===== src/rtl/addsub_serial_seq.sv =====
// ============================================================================
// Module      : addsub_serial_seq
// Description : Digit-serial add/subtract sequencer. A single SLICE-bit
//               add-with-carry slice is reused over WIDTH/SLICE cycles.
// Revision    : 1.0 - initial release
// ============================================================================
`default_nettype none

module addsub_serial_seq #(
    parameter int WIDTH = 8,
    parameter int SLICE = 2
) (
    input  logic             CLK,
    input  logic             RESET,
    input  logic             I_VALID,
    output logic             I_READY,
    input  logic [WIDTH-1:0] I0,
    input  logic [WIDTH-1:0] I1,
    input  logic             SUB,
    output logic             O_VALID,
    input  logic             O_READY,
    output logic [WIDTH-1:0] O,
    output logic             COUT
);

    localparam int c_NUM_DIGITS = WIDTH / SLICE;
    localparam int c_CNT_W      = (c_NUM_DIGITS > 1) ? $clog2(c_NUM_DIGITS) : 1;
    localparam logic [c_CNT_W-1:0] c_LAST_DIGIT = c_CNT_W'(c_NUM_DIGITS - 1);

    localparam logic [1:0] c_ST_IDLE = 2'd0;
    localparam logic [1:0] c_ST_RUN  = 2'd1;
    localparam logic [1:0] c_ST_DONE = 2'd2;

    logic [1:0]         r_state;
    logic [c_CNT_W-1:0] r_cnt;
    logic               r_carry;
    logic               r_sub;
    logic [WIDTH-1:0]   r_a;
    logic [WIDTH-1:0]   r_b;
    logic [WIDTH-1:0]   r_res;
    logic               r_cout;
    logic               r_i_ready;
    logic               r_o_valid;

    logic [SLICE-1:0]   w_digit_a;
    logic [SLICE-1:0]   w_digit_b;
    logic [SLICE-1:0]   w_sum;
    logic               w_carry_out;

    assign w_digit_a = r_a[SLICE-1:0];
    assign w_digit_b = r_b[SLICE-1:0] ^ {SLICE{r_sub}};

    // Shared ripple slice; carry-in comes from the digit-linking carry register.
    always_comb begin
        logic w_c;
        w_c   = r_carry;
        w_sum = '0;
        for (int i = 0; i < SLICE; i++) begin
            w_sum[i] = w_digit_a[i] ^ w_digit_b[i] ^ w_c;
            w_c      = (w_digit_a[i] & w_digit_b[i]) | (w_c & (w_digit_a[i] ^ w_digit_b[i]));
        end
        w_carry_out = w_c;
    end

    always_ff @(posedge CLK) begin
        if (RESET) begin
            r_state   <= c_ST_IDLE;
            r_cnt     <= '0;
            r_carry   <= 1'b0;
            r_sub     <= 1'b0;
            r_a       <= '0;
            r_b       <= '0;
            r_res     <= '0;
            r_cout    <= 1'b0;
            r_i_ready <= 1'b1;
            r_o_valid <= 1'b0;
        end else begin
            case (r_state)
                c_ST_IDLE: begin
                    if (I_VALID) begin
                        r_a       <= I0;
                        r_b       <= I1;
                        r_sub     <= SUB;
                        r_carry   <= SUB;
                        r_cnt     <= '0;
                        r_res     <= '0;
                        r_cout    <= 1'b0;
                        r_i_ready <= 1'b0;
                        r_state   <= c_ST_RUN;
                    end
                end
                c_ST_RUN: begin
                    r_res[r_cnt*SLICE +: SLICE] <= w_sum;
                    r_carry <= w_carry_out;
                    r_a     <= r_a >> SLICE;
                    r_b     <= r_b >> SLICE;
                    if (r_cnt == c_LAST_DIGIT) begin
                        r_cout    <= w_carry_out;
                        r_o_valid <= 1'b1;
                        r_state   <= c_ST_DONE;
                    end else begin
                        r_cnt <= r_cnt + 1'b1;
                    end
                end
                c_ST_DONE: begin
                    // Result is held until the consumer takes it.
                    if (O_READY) begin
                        r_o_valid <= 1'b0;
                        r_i_ready <= 1'b1;
                        r_state   <= c_ST_IDLE;
                    end
                end
                default: begin
                    r_o_valid <= 1'b0;
                    r_i_ready <= 1'b1;
                    r_state   <= c_ST_IDLE;
                end
            endcase
        end
    end

    assign I_READY = r_i_ready;
    assign O_VALID = r_o_valid;
    assign O       = r_res;
    assign COUT    = r_cout;

endmodule

`default_nettype wire


===== config.mk =====
export PLATFORM = sky130hd
export DESIGN_NAME = addsub_serial_seq
export DESIGN_NICKNAME = d
export VERILOG_FILES = /design/src/rtl/addsub_serial_seq.sv
export SDC_FILE = /design/constraint.sdc
export NUM_CORES = 1
export LEC_CHECK = 0
export ABC_AREA = 1
export CORE_ASPECT_RATIO = 1.4
export CORE_MARGIN = 3
export CORE_UTILIZATION = 35
export CTS_BUF_LIST = sky130_fd_sc_hd__clkbuf_8 sky130_fd_sc_hd__clkbuf_16
export CTS_CLUSTER_SIZE = 8
export DETAILED_ROUTE_END_ITERATION = 6
export PLACE_DENSITY = 0.58
export SLEW_MARGIN = 20
export SYNTH_ARGS = -nofsm -noshare
export SYNTH_HDL_FRONTEND = slang
export SYNTH_SLANG_ARGS = --single-unit

===== constraint.sdc =====
create_clock -name CLK -period 2.5 [get_ports CLK]
set_clock_uncertainty 0.05 [all_clocks]
set_input_delay 0.625 -clock CLK [delete_from_list [all_inputs] [get_ports CLK]]
set_output_delay 0.625 -clock CLK [all_outputs]
set_load 0.03 [all_outputs]

**Word level (Yosys, flattened, before mapping)**

Index checks and enable logic that the tools add are counted.

- Register bits after elaboration: 33
- Latch bits: 0
- RAM bits: 0
- Memory bits (read-only): 0
- Bits of input ports: 21
- Logic and storage cells: 67
- Memories: 0

- $add $sub $neg: 2
- Multiply operators: 0
- Div/mod/pow operators: 0
- Order comparisons: 0
- Eq/ne operators: 7
- Shifts and indexed selects: 2
- Multiplexer cells: 24
- Bitwise gates (word level): 13
- Reduce and logical (&&, ||, !) cells: 9

Operators by type and width:

| operator | number |
|---|---|
| $pmux 8 s2 | 3 |
| $neg 3->34 | 1 |
| $shift 2x34->8 const A | 1 |
| $shiftx 2x34->8 | 1 |
| $mux 8 | 3 |
| $reduce_and 3->1 | 5 |
| $mux 2 | 5 |
| $bwmux 8 | 1 |
| $ne 2x2->1 const B | 4 |
| $mux 1 | 6 |
| $pmux 1 s3 | 2 |
| $pmux 2 s3 | 1 |
| $and 1x1->1 | 4 |
| $eq 2x2->1 const B | 2 |
| $pmux 1 s2 | 2 |
| $pmux 2 s2 | 1 |
| $reduce_and 2->1 | 2 |
| $xor 1x1->1 | 4 |
| $add 2x1->2 const B | 1 |
| $eq 2x1->1 const B | 1 |
| $logic_not 2->1 | 1 |
| $not 1->1 | 2 |
| $or 1x1->1 | 2 |
| $reduce_bool 2->1 | 1 |
| $xor 2x2->2 | 1 |

**Longest topological paths before layout**

- Depth after elaboration: 8
- Gate-level depth with buffers: 8
- Depth with buffers taken out: 7

**Worst setup path after synthesis**

OpenSTA, ideal clock, no wires.

- Kind: reg-to-reg
- From: register r_sub
- To: register r_res[7], in the netlist O[7]
- Data arrival time: 1.679 ns
- Required time: 2.380 ns
- Setup slack: 0.700 ns
- Cell stages (with the launch flop): 7
- Buffers on the path: 0
- Path through: dfxtp_1 xnor2_1 fa_1 fa_1 nor3_1 nand2_1 a21oi_1

- Longest elaborated chain between the ends: 8
- Elaborated cells on any way between the ends: 11
- Those cells by class: shift: 1; mux: 2; bitwise: 8

RTL lines:

| item | line | text |
|---|---|---|
| start, declared | 37 | `logic r_sub;` |
| start signal, assigned | 70 | `r_sub <= 1'b0;` |
| start signal, assigned | 83 | `r_sub <= SUB;` |
| $xor 2x2->2 * | 51 | `assign w_digit_b = r_b[SLICE-1:0] ^ {SLICE{r_sub}};` |
| $xor 1x1->1 | 59, 60 |  |
| $and 1x1->1 | 60 | `w_c = (w_digit_a[i] & w_digit_b[i]) \| (w_c & (w_digit_a[i] ^ w_digit_b[i]));` |
| $or 1x1->1 | 60 |  |
| $xor 1x1->1 | 59 | `w_sum[i] = w_digit_a[i] ^ w_digit_b[i] ^ w_c;` |
| $shiftx 2x34->8 * | 93 | `r_res[r_cnt*SLICE +: SLICE] <= w_sum;` |
| $bwmux 8 * | 93 |  |
| $pmux 8 s2 * | 78 | `case (r_state)` |
| end signal, assigned by index | 93 |  |
| end, declared | 40 | `logic [WIDTH-1:0] r_res;` |

Every way passes the cells marked *; elsewhere a longest branch is shown, timed or not.
A chain may end at the register's enable or synchronous reset.

**Final worst setup path**

Same ends and word-level chain as after synthesis.

==> impl_metrics.yaml <==
setup_path:
  critPathLaunchType: "flip-flop"
  crit_chain: "xnor2_1 > fa_1 > fa_1 > nor3_1 > nand2_1 > a21oi_1"
  path_common_cell: "fa_1"
  rr_endpoint: "O[7]$_SDFFE_PP0P_"
  ff2ff_path_depth: 6
  required_ns: 2.66
  slowest_stage: "fa_1"
  max_stage_delay_ns: 0.50
  worstSetupPathType: "reg2reg"
  r2r_slack_ns: 0.53
  critical_path.max_fanout: 3
  cp-end-kind: "flip-flop"
  r2r-start: "r_sub$_SDFFE_PP0P_"
  cp.arrival_ns: 2.13
drt:
  drt_iter0_drc: 66
  ant_nets: 0
  vias: 1531
  dr.pass1.iters: 4
  avgViaCountPerCell: 4.58
  drt-total-wl_um: 3720
  post_drt_wl_per_cell_um: 11.1
  drc: 0
finish:
  multi_input_area_um2: 821
  fin_nets: 300
  num-fill-cells: 491
  post-route-util_pct: 46.9
  fin_area_um2: 2050
  antenna_cells: 0
  syn2layout_area_growth_pct: 25.7
  layout-drive-gt1-share_pct: 3.65
  regArea_um2: 661
sta:
  fmax_mhz: 506
  hold_viol_final: 0
  grt_setup_unrepaired: "no"
  setup_viol: 0
  slew_violations: 0
  worstMarginPinSlew_ns: 0.521
  finalSetupTns_ns: 0
  period_minus_slack_ns: 1.97
  hold_ws_ns: 0.411
  maxSlewHeadroom_pct: 65.1
  period_share_pct: 79.0
die:
  rows: 28
  die_h_um: 86.8
  start_util_pct: 37.3
  die_w_um: 63.7
  boundaryPins: 32
  die_area_um2: 5530
  core_area_um2: 4380
global_routing:
  grt_pass1_wl_um: 6440
  grt_usage_pct: 14.8
  grt-ovfl-total: 0
  antenna_found_initial: 0
  grt_pass1_vias: 1427
  grt_max_degree: 31
cts:
  postCtsHoldBufs: 0
  clock-sinks: 33
  clkLatencyLatePin_ns: 0.28
  cts_setup_buffers: 0
  cts_max_path_buffers: 2
  ctsResizeCount: 0
  h-tree-depth: 2
  cts-root-buf: "clkbuf_8"
  clk_pin_slew_ns: 0.07
  cts_buffers: 5
  cts_tree: "yes"
synthesis:
  syn_inst: 243
  synth_compound_area_share_pct: 7.97
  ys_seq_area_share_pct: 40.5
  synthTopCellsByArea: "dfxtp_1 40%, nand2_1 16%, nor2_1 10%"
  netlist.area_leader.share_pct: 40.5
  synth_mux_area_share_pct: 0
  yosysWarnings: 0
  synth_nets: 270
  ys_types: 19
  synth-edff-count: 0
  synth_top_area_cell: "dfxtp_1"
  synth_ff_type: "dfxtp_1"
  async_flop_share_pct: 0
  syn-cell-area_um2: 1630
  synthAdderAreaFrac_pct: 5.52
  synth_xor_xnor_area_share_pct: 1.07
  synthTopCellsByCount: "71 x nand2_1, 44 x nor2_1, 33 x dfxtp_1, 22 x inv_1, 20 x nand3_1"
  syn_avg_cell_area_um2: 6.72
  ys_ff_latch: 33
  synth-simple-area-share_pct: 35.7
  synthMostInstantiatedCell: "nand2_1"
  synth_top_family_by_area: "simple AND/OR/NAND/NOR gates"
status:
  status: "complete, no violations"
hold_path:
  worstHoldStart: "I_READY$_SDFFE_PP1P_"
  hold-path-cell-count: 2
  hold_end: "I_READY$_SDFFE_PP1P_"
  worstHoldPathType: "reg2reg"
placement:
  io_buffers: 31
  dp.final_hpwl_um: 2590
  gp_congestion: 0.796
  dpl_cell_area_um2: 1970
job:
  drv_cap: 0
power_and_ir_drop:
  power_density_nw_per_um2: 588
  finalPower_uw: 1210
  ir_worst_vdd_mv: 0.308
  p_leak_uw: 0.000881
## through the flow
stage	setup WS, ns	std cells
final	0.525	334
after global routing	0.335	334
after CTS	0.492	334
after detailed placement	0.470	326
after global placement	0.473	326
after floorplan	0.700	243
## final cells by class
cell class,instances,area share (%)
Multi-Input combinational cell,176,40.0
Clock buffer,5,3.35
Clock inverter,3,0.549
Timing Repair Buffer,33,15.9
Sequential cell,33,32.2
Tap cell,60,3.66
Inverter,24,4.39
## cells by family after synthesis
group	count (synthesis)
buffers and inverters	34
flip-flops	33
AND/OR/NAND/NOR	142
AO/OA/AOI/OAI	26
XOR/XNOR	2
adder cells (fa/ha/maj)	6
## cell usage in the layout (no fill, tap or decap), drive strengths merged, types with 4 or more instances in the layout
cell,synthesis,routed
dfxtp,33,33
inv,23,26
nand3,21,21
ha,4,4
a21oi,15,15
clkdlybuf4s50,0,31
nor3,4,4
nor2,44,44
o21ai,11,11
nand2,72,72
clkbuf,1,5
## per-layer routing
layer / global-route usage [%] / wire length (um) / share of wire [%] / up-vias
met3: 3.11 / 163 / 4.4 / 4
met5: 0 / 0 / 0 / -
met4: 6.48 / 72 / 1.9 / 0
li1: - / - / - / 813
met1: 18.5 / 1670 / 45 / 685
met2: 24.6 / 1820 / 49 / 29
## worst max path at each step
stage / start / to / slack, ns
3_3_place_gp: I_VALID / r_b[6]$_SDFFE_PP0P_ / 0.47
5_1_grt: r_sub$_SDFFE_PP0P_ / O[7]$_SDFFE_PP0P_ / 0.33
3_5_place_dp: I_VALID / r_b[7]$_SDFFE_PP0P_ / 0.47
4_1_cts: r_sub$_SDFFE_PP0P_ / O[7]$_SDFFE_PP0P_ / 0.49
2_1_floorplan: r_sub$_SDFFE_PP0P_ / O[7]$_SDFFE_PP0P_ / 0.70
6_report: r_sub$_SDFFE_PP0P_ / O[7]$_SDFFE_PP0P_ / 0.53
## report_power, final
group / internal [uW] / leakage (uW) / switching [uW] / total [uW]
logic: 107 / 0.000558 / 146 / 254
clock network: 185 / 0.0000519 / 188 / 374
registers: 560 / 0.000271 / 19.3 / 579
## registers in the layout, indices dropped and copies added (netlist names)
| name | flops |
|---|---|
| O | 8 |
| r_a | 8 |
| r_b | 8 |
| r_cnt | 2 |
| r_state | 2 |
| COUT | 1 |
| I_READY | 1 |
| O_VALID | 1 |
| r_carry | 1 |
| r_sub | 1 |
## critical path: cells and delay by family (launching register included)
kind | cells | cell delay [ns]
xor+xnor | 1 | 0.10
compound gates | 1 | 0.13
simple gates | 2 | 0.35
fa+ha+maj | 2 | 0.88
flops | 1 | 0.39
No activity file was read; power rests on OpenSTA's default activity.
